### src/rtl/elau_arith_pkg.sv
// Shared arithmetic helpers for the bit-density datapath.
// Contents:
//   log2floor(n)         - index of the highest set bit of n (n > 0)
//   cnt_w(depth)         - width of a ones-count of a depth-bit word
//   acc_w(depth, fbits)  - frame-sum width: count width plus frame headroom
//   words_w(fbits)       - frame word-count width
package elau_arith_pkg;

    function automatic int log2floor(input int n);
        int r;
        r = 0;
        for (int i = 0; i < 31; i++) begin
            if ((n >> i) > 1) r = i + 1;
        end
        return r;
    endfunction

    function automatic int cnt_w(input int depth);
        return log2floor(depth) + 1;
    endfunction

    function automatic int acc_w(input int depth, input int fbits);
        return log2floor(depth) + 1 + fbits;
    endfunction

    function automatic int words_w(input int fbits);
        return fbits + 1;
    endfunction

endpackage

### src/rtl/popcnt_frame_acc_cnt.sv
// Cnt: combinational ones counter for a depth-bit word.
// Parameters:
//   depth - word width (> 1)
//   speed - 0: linear ripple of single-bit additions, 1: balanced adder tree
// Ports:
//   a_i   in  depth        word to count
//   cnt_o out cnt_w(depth) number of ones in a_i
module Cnt
    import elau_arith_pkg::*;
#(
    parameter int depth = 18,
    parameter int speed = 0
) (
    input  logic [depth-1:0]        a_i,
    output logic [cnt_w(depth)-1:0] cnt_o
);

    localparam int CW = cnt_w(depth);

    if (speed == 0) begin : g_linear
        always_comb begin
            logic [CW-1:0] s;
            s = '0;
            for (int i = 0; i < depth; i++) begin
                s = s + CW'(a_i[i]);
            end
            cnt_o = s;
        end
    end else begin : g_tree
        // Leaves padded up to a power of two; node i sums children 2i and 2i+1.
        localparam int N = 1 << $clog2(depth);
        always_comb begin
            logic [N-1:0]  pad;
            logic [CW-1:0] tree [1:2*N-1];
            pad = N'(a_i);
            for (int i = 0; i < N; i++) begin
                tree[N+i] = CW'(pad[i]);
            end
            for (int i = N - 1; i >= 1; i--) begin
                tree[i] = tree[2*i] + tree[2*i+1];
            end
            cnt_o = tree[1];
        end
    end

endmodule

### src/rtl/popcnt_frame_acc.sv
// popcnt_frame_acc: counts ones per accepted word, accumulates the counts over
// a frame closed by in_last_i, and emits the frame total and word count.
// Parameters:
//   depth     - bits per input word
//   speed     - Cnt structure select (0 linear, 1 tree)
//   FrameBits - frame-length headroom for the sum and word counters
// Ports:
//   clk_i, rst_i              clock, synchronous active-high reset
//   in_valid_i/in_ready_o     input handshake
//   in_data_i, in_last_i      word and end-of-frame marker
//   out_valid_o/out_ready_i   result handshake; result held while stalled
//   out_sum_o                 saturating ones total of the frame
//   out_words_o               saturating word count of the frame
//   out_ovf_o                 either counter clamped during the frame
module popcnt_frame_acc
    import elau_arith_pkg::*;
#(
    parameter  int depth     = 18,
    parameter  int speed     = 0,
    parameter  int FrameBits = 8,
    localparam int CntW      = cnt_w(depth),
    localparam int AccW      = acc_w(depth, FrameBits),
    localparam int WordsW    = words_w(FrameBits)
) (
    input  logic              clk_i,
    input  logic              rst_i,
    input  logic              in_valid_i,
    output logic              in_ready_o,
    input  logic [depth-1:0]  in_data_i,
    input  logic              in_last_i,
    output logic              out_valid_o,
    input  logic              out_ready_i,
    output logic [AccW-1:0]   out_sum_o,
    output logic [WordsW-1:0] out_words_o,
    output logic              out_ovf_o
);

    // Saturating adders: the MSB of the return value flags a clamp, the
    // remaining bits hold the clamped result.
    function automatic logic [AccW:0] sat_sum(input logic [AccW-1:0] a,
                                              input logic [CntW-1:0] b);
        logic [AccW:0] s;
        s = {1'b0, a} + (AccW + 1)'(b);
        if (s[AccW]) return {1'b1, {AccW{1'b1}}};
        return s;
    endfunction

    function automatic logic [WordsW:0] sat_inc(input logic [WordsW-1:0] w);
        logic [WordsW:0] s;
        s = {1'b0, w} + (WordsW + 1)'(1);
        if (s[WordsW]) return {1'b1, {WordsW{1'b1}}};
        return s;
    endfunction

    logic [CntW-1:0]   cnt_p0;
    logic [CntW-1:0]   cnt_p1;
    logic              last_p1;
    logic              vld_p1;
    logic [AccW-1:0]   acc_p2;
    logic [WordsW-1:0] words_p2;
    logic              ovf_p2;

    logic [AccW:0]     sum_n;
    logic [WordsW:0]   words_n;
    logic              advance;
    logic              accept;

    // Stage 0: combinational ones count of the presented word
    Cnt #(
        .depth (depth),
        .speed (speed)
    ) u_cnt (
        .a_i   (in_data_i),
        .cnt_o (cnt_p0)
    );

    // S2 only stalls when it must write a new result over one still waiting.
    assign advance    = !(last_p1 && out_valid_o && !out_ready_i);
    assign in_ready_o = !rst_i && (!vld_p1 || advance);
    assign accept     = in_valid_i && in_ready_o;

    assign sum_n   = sat_sum(acc_p2, cnt_p1);
    assign words_n = sat_inc(words_p2);

    always_ff @(posedge clk_i) begin
        if (rst_i) begin
            vld_p1      <= 1'b0;
            last_p1     <= 1'b0;
            acc_p2      <= '0;
            words_p2    <= '0;
            ovf_p2      <= 1'b0;
            out_valid_o <= 1'b0;
            out_sum_o   <= '0;
            out_words_o <= '0;
            out_ovf_o   <= 1'b0;
        end else begin
            // Result port: drop valid on acceptance; a new load below overrides.
            if (out_valid_o && out_ready_i) out_valid_o <= 1'b0;

            // Stage 2: accumulate, or close the frame into the result regs
            if (vld_p1 && advance) begin
                if (last_p1) begin
                    out_sum_o   <= sum_n[AccW-1:0];
                    out_words_o <= words_n[WordsW-1:0];
                    out_ovf_o   <= ovf_p2 | sum_n[AccW] | words_n[WordsW];
                    out_valid_o <= 1'b1;
                    acc_p2      <= '0;
                    words_p2    <= '0;
                    ovf_p2      <= 1'b0;
                end else begin
                    acc_p2      <= sum_n[AccW-1:0];
                    words_p2    <= words_n[WordsW-1:0];
                    ovf_p2      <= ovf_p2 | sum_n[AccW] | words_n[WordsW];
                end
            end

            // Stage 1: capture the count of an accepted word
            if (accept) begin
                cnt_p1  <= cnt_p0;
                last_p1 <= in_last_i;
                vld_p1  <= 1'b1;
            end else if (advance) begin
                vld_p1  <= 1'b0;
            end
        end
    end

endmodule
### config.mk
export PLATFORM = sky130hd
export DESIGN_NAME = popcnt_frame_acc
export DESIGN_NICKNAME = d
export VERILOG_FILES = /design/src/rtl/elau_arith_pkg.sv /design/src/rtl/popcnt_frame_acc_cnt.sv /design/src/rtl/popcnt_frame_acc.sv
export SDC_FILE = /design/constraint.sdc
export NUM_CORES = 1
export LEC_CHECK = 0
export CORE_MARGIN = 2
export CORE_UTILIZATION = 40
export CTS_CLUSTER_SIZE = 40
export DETAILED_ROUTE_END_ITERATION = 10
export PLACE_DENSITY = 0.59
export SLEW_MARGIN = 40
export SYNTH_ARGS = -nofsm -noshare
export SYNTH_HDL_FRONTEND = slang
export SYNTH_SLANG_ARGS = --single-unit
### constraint.sdc
create_clock -name clk_i -period 6.9 [get_ports clk_i]
set_input_delay 0.69 -clock clk_i [delete_from_list [all_inputs] [get_ports clk_i]]
set_output_delay 0.69 -clock clk_i [all_outputs]
set_load 0.02 [all_outputs]
* Word-level counts from Yosys, hierarchy flattened
Index checks and enable logic that the tools add are counted.
** Word-level totals
- Flip-flop bits (word level) :: 54
- Bits of input ports :: 23
- Output and inout port bits :: 25
** Operators by class
- $add $sub $neg :: 19
- Equal/unequal tests :: 1
- Muxes and demuxes :: 14
- Bitwise logic cells :: 3
- Reduce and logical (&&, ||, !) cells :: 13
** Operators with widths (number)
- adder 5 x 1 -> 5 bit :: 16
- two-way mux 14 bit :: 2
- two-way mux 10 bit :: 2
- adder 13 x 5 -> 14 bit :: 1
- two-way mux 13 bit :: 1
- adder 9 x 1 -> 10 bit, second input constant :: 1
- two-way mux 9 bit :: 1
- two-way mux 1 bit :: 8
- logical AND 1 bit :: 6
- zero test 1 bit :: 4
- AND reduction 2 bit :: 2
- adder 1 x 1 -> 2 bit :: 1
- inequality test 2 bit, second input constant :: 1
- bitwise OR 1 bit :: 2
- logical OR 1 bit :: 1
- inverter 1 bit :: 1

* Longest topological paths before layout
- Word-level depth :: 17
- Mapped depth :: 13

* Hierarchy
Synthesis repeated with hierarchy kept, for this count alone.
** Second synthesis, totals
- Cells, all modules :: 355
- Area total of the unflattened synthesis :: 3098.0 µm²
** By module, submodules not included
- popcnt_frame_acc :: times used 1, cells each 299, area each 2597.5 µm², sequential area each 1131.1 µm²
- Cnt :: times used 1, cells each 56, area each 500.5 µm², sequential area each 0.0 µm²

* Least setup slack after synthesis
No wires, ideal clock.
- Path kind :: input-to-reg
- Start point :: in in_data_i[0]
- End point :: reg cnt_p1[4] (data pin)
- Setup time :: 0.254 ns
- Data arrival time :: 3.758 ns
- Setup slack :: 2.888 ns
- Stages :: 13
- Buffers on the path :: 0
- Path through :: ha_1 -> inv_1 -> fa_1 -> fa_1 -> fa_1 -> fa_1 -> inv_1 -> fa_1 -> inv_1 -> fa_1 -> inv_1 -> a21oi_1 -> nor2_1
** Between the ends
- Longest elaborated chain between the ends :: 17
** Ends and longest elaborated chain
- start, declared :: RTL line popcnt_frame_acc.sv:29 : input logic [depth-1:0] in_data_i,
- adder 1 x 1 -> 2 bit :: RTL line popcnt_frame_acc_cnt.sv:25 : s = s + CW'(a_i[i]);
- adder 5 x 1 -> 5 bit (16 in a row) :: RTL line popcnt_frame_acc_cnt.sv:25
- net cnt_p0[4] :: RTL line popcnt_frame_acc.sv:55 : logic [CntW-1:0] cnt_p0;
- end signal, assigned :: RTL line popcnt_frame_acc.sv:119 : cnt_p1 <= cnt_p0;
- end, declared :: RTL line popcnt_frame_acc.sv:56 : logic [CntW-1:0] cnt_p1;
The timed path passes the listed nets, and every way through them passes these cells.
A chain may end at the register's enable or synchronous reset.

* Final worst setup path
Same ends and word-level chain as after synthesis.

==> qor.yml <==
postSynthAreaPerCell_um2: 8.75
timing.critical_path.depth: 14
run_status: "finished clean"
final_hold_viol_count: 0
grt_pass1_wl_mm: 11.0
tns_ps: 0
cts_htree_levels: 2
numCtsBuffers: 5
synth.yosys.warnings: 0
crit_top_cell: "sky130_fd_sc_hd__fa_1"
number_of_routed_nets_with_antenna_violations: 0
detail_route.wirelength_mm: 6.27
library_cells_used_by_synthesis: 55
post_cts.repair.setup_buffers: 0
grt_util_met2: 0.259
leakagePower_uw: 0.00136
fill_cells: 755
mappedNetlistArea_um2: 2960
critPathRequiredTime_ps: 6980
holdCritStartpoint: "ovf_p2"
post_route_cells_drive_above_1_share: 0.0627
finalNetCount: 429
syn-num-nets: 385
sequential_area_share_after_synthesis: 0.382
power.ir.vdd_worst_v: 0.0000959
fp.dieH_um: 90.0
synth-seq-cells: 54
top_delay_family_on_crit_path: "adder cells"
maxSlewHeadroom: 0.494
layout_skew_ps: 8.12
library_cell_with_the_highest_instance_count_after_synthesis: "sky130_fd_sc_hd__dfxtp_1"
detailedRoute.firstIterationViolations: 146
drc: 0
critical_path.slowest_cell: "sky130_fd_sc_hd__fa_1"
crit_path_max_fanout: 2
cts_hold_repair.buffers: 0
synth_top_cells_by_count: "sky130_fd_sc_hd__dfxtp_1, sky130_fd_sc_hd__nor2_1, sky130_fd_sc_hd__inv_1"
cts_resized: 0
detailroute.via_count: 2482
worstReg2RegStart: "cnt_p1[4]"
power.density_nw_per_um2: 228
global_route.peak_usage_layer: "met2"
core_area_um2: 7210
cts_tree: "yes"
avgViaCountPerCell: 5.15
place.gp.congestion: 0.808
cp-end-kind: "flip-flop"
top_level_ports: 48
grt_max_degree: 38
grt.overflow.total: 0
cp_data_arrival_time_ps: 4270
startpoint_type: "primary input"
worst_setup_path_startpoint: "in_data_i[0]"
met3_usage_in_global_routing: 0.0327
synth_area_leaders: "sky130_fd_sc_hd__dfxtp_1, sky130_fd_sc_hd__fa_1, sky130_fd_sc_hd__edfxtp_1"
cts-root-to-sink-buffers: 2
cap_viol_max_count: 0
clk_pin_slew_worst_paths_ps: 110
globalRouteTotalUtil: 0.163
critical_path.n_buffers_inverters: 5
max_freq_mhz: 239
synthCells: 338
synth_area_leader_cell: "sky130_fd_sc_hd__dfxtp_1"
ys_async_sr_fraction: 0
clk_root_buffer_cell: "sky130_fd_sc_hd__clkbuf_8"
antennaDiodeCount: 0
timing_worst_slew_pin_value_ps: 757
crit_chain: "clkdlybuf4s50_1 > ha_1 > inv_1 > fa_1 > fa_1 > fa_1 > fa_1 > inv_1 > fa_1 > inv_1 > fa_1 > inv_1 > a21oi_1 > nor2_1"
dp.final_hpwl_mm: 4.64
die_x_um: 90.0
synth_top_area_share: 0.332
hold_depth: 2
number_of_failing_setup_endpoints_in_the_final_timing_report: 0
insertion_delay_ps: 310
gr-usage-met1: 0.232
worst_hold_path_type: "flip-flop to flip-flop"
start_util: 0.410
setup_repair_after_global_routing_missed_its_margin: "no"
tritoncts_num_sinks: 54
edff_count_synth: 5
number_of_antenna_violations_at_the_first_check_in_global_routing: 0
drt_first_pass_iters: 4
fp.dieArea_um2: 8100
routedWlPerCell_um: 13.0
maxSlewViolCount: 0
type_of_the_worst_setup_path: "primary input to flip-flop"
r2r.worst_path.cells: 6
final_core_utilization: 0.505
final.period_utilization: 0.608
placement_rows: 31
area_growth_pct: 23.1
critPathMaxStageDelay_ps: 540
count_of_input_and_output_buffers: 47
period_minus_slack_ps: 4190
grt_pass1_vias: 2355
synth_flop_cell: "sky130_fd_sc_hd__dfxtp_1"
-- power by group --
part | internal (µW) | switching, µW
clock network | 111 | 112
logic | 113 | 135
registers | 348 | 11.5
-- worst register-to-register path: cells and delay by family, from the launching register on --
family,cells,cell delay (ps)
adders and majority gates,1,410
DFF,1,380
AOI/OAI and AO/OA,2,690
and+or+nand+nor,3,890
-- layout make-up --
type / count / area (µm²) / area share
Multi-Input combinational cell: 238 / 1650 / 0.453
Clock inverter: 3 / 47.5 / 0.0131
Inverter: 32 / 120 / 0.0330
Sequential cell: 54 / 1130 / 0.311
Clock buffer: 5 / 68.8 / 0.0189
Tap cell: 99 / 124 / 0.0340
Timing Repair Buffer: 51 / 500 / 0.137
-- stage by stage --
step / total power [µW] / hold WS (ps) / worst slack (ps) / instances / instance area (µm²)
floorplan: 552 / 423 / 2890 / 338 / 2960
global placement: 609 / 431 / 2390 / 474 / 3530
detailed placement: 622 / 436 / 2330 / 474 / 3530
CTS: 846 / 454 / 2680 / 482 / 3640
global route: 893 / 476 / 2520 / 482 / 3640
finish: 831 / 448 / 2710 / 482 / 3640
-- kinds of logic (layout without fill, tap and decap cells) --
kind of cell    count (synthesis)  count (layout)  share of synthesized area
simple gates                  120             120                      0.195
flops                          54              54                      0.382
xor+xnor                       11              11                     0.0326
fa+ha+maj                      24              24                      0.135
buf+inv                        46              91                     0.0605
mux                             3               3                     0.0102
compound gates                 80              80                      0.185
-- flip-flops by register name, indices dropped and copies added (netlist names) --
register	flops
acc_p2	13
cnt_p1	5
last_p1	1
out_ovf_o	1
out_sum_o	13
out_valid_o	1
out_words_o	9
ovf_p2	1
vld_p1	1
words_p2	9
-- placed cells by master, fill, tap and decap left out, types with 2 or more instances in the layout --
cell / synthesis / final
sky130_fd_sc_hd__inv_6: 0 / 2
sky130_fd_sc_hd__o21ai_0: 18 / 18
sky130_fd_sc_hd__nand2b_1: 3 / 3
sky130_fd_sc_hd__nand2_2: 2 / 2
sky130_fd_sc_hd__buf_4: 0 / 4
sky130_fd_sc_hd__nor3_1: 17 / 17
sky130_fd_sc_hd__a21oi_1: 26 / 26
sky130_fd_sc_hd__clkdlybuf4s50_1: 0 / 47
sky130_fd_sc_hd__inv_1: 32 / 32
sky130_fd_sc_hd__dfxtp_1: 49 / 49
sky130_fd_sc_hd__clkbuf_8: 0 / 5
sky130_fd_sc_hd__nand3b_1: 2 / 2
sky130_fd_sc_hd__o21a_1: 2 / 2
sky130_fd_sc_hd__ha_1: 11 / 11
sky130_fd_sc_hd__o211ai_1: 2 / 2
sky130_fd_sc_hd__nor2b_1: 2 / 2
sky130_fd_sc_hd__and2_1: 2 / 2
sky130_fd_sc_hd__nand2_1: 25 / 25
sky130_fd_sc_hd__xor2_1: 6 / 6
sky130_fd_sc_hd__a211oi_1: 7 / 7
sky130_fd_sc_hd__nor2_1: 40 / 39
sky130_fd_sc_hd__nand4_1: 5 / 5
sky130_fd_sc_hd__mux2i_1: 3 / 3
sky130_fd_sc_hd__a31oi_1: 4 / 4
sky130_fd_sc_hd__and4_1: 2 / 2
sky130_fd_sc_hd__a311oi_1: 4 / 4
sky130_fd_sc_hd__o31ai_1: 2 / 2
sky130_fd_sc_hd__fa_1: 13 / 13
sky130_fd_sc_hd__and3_1: 4 / 4
sky130_fd_sc_hd__nand3_1: 8 / 8
sky130_fd_sc_hd__xnor2_1: 5 / 5
sky130_fd_sc_hd__edfxtp_1: 5 / 5
-- final timing paths --
check,slack (ps),end
worst max-delay path,2710,cnt_p1[4]
worst min-delay path,450,ovf_p2
worst max register to register,4430,acc_p2[12]
worst min register to register,450,ovf_p2
-- metal layers --
layer | up-vias | part of all wire | wire length (µm)
met4 | 0 | 0.010 | 63
li1 | 1254 | - | -
met5 | - | 0 | 0
met1 | 1149 | 0.48 | 3030
met3 | 6 | 0.056 | 348
met2 | 73 | 0.45 | 2830
Note: power is estimated with default switching activity, not from simulation.
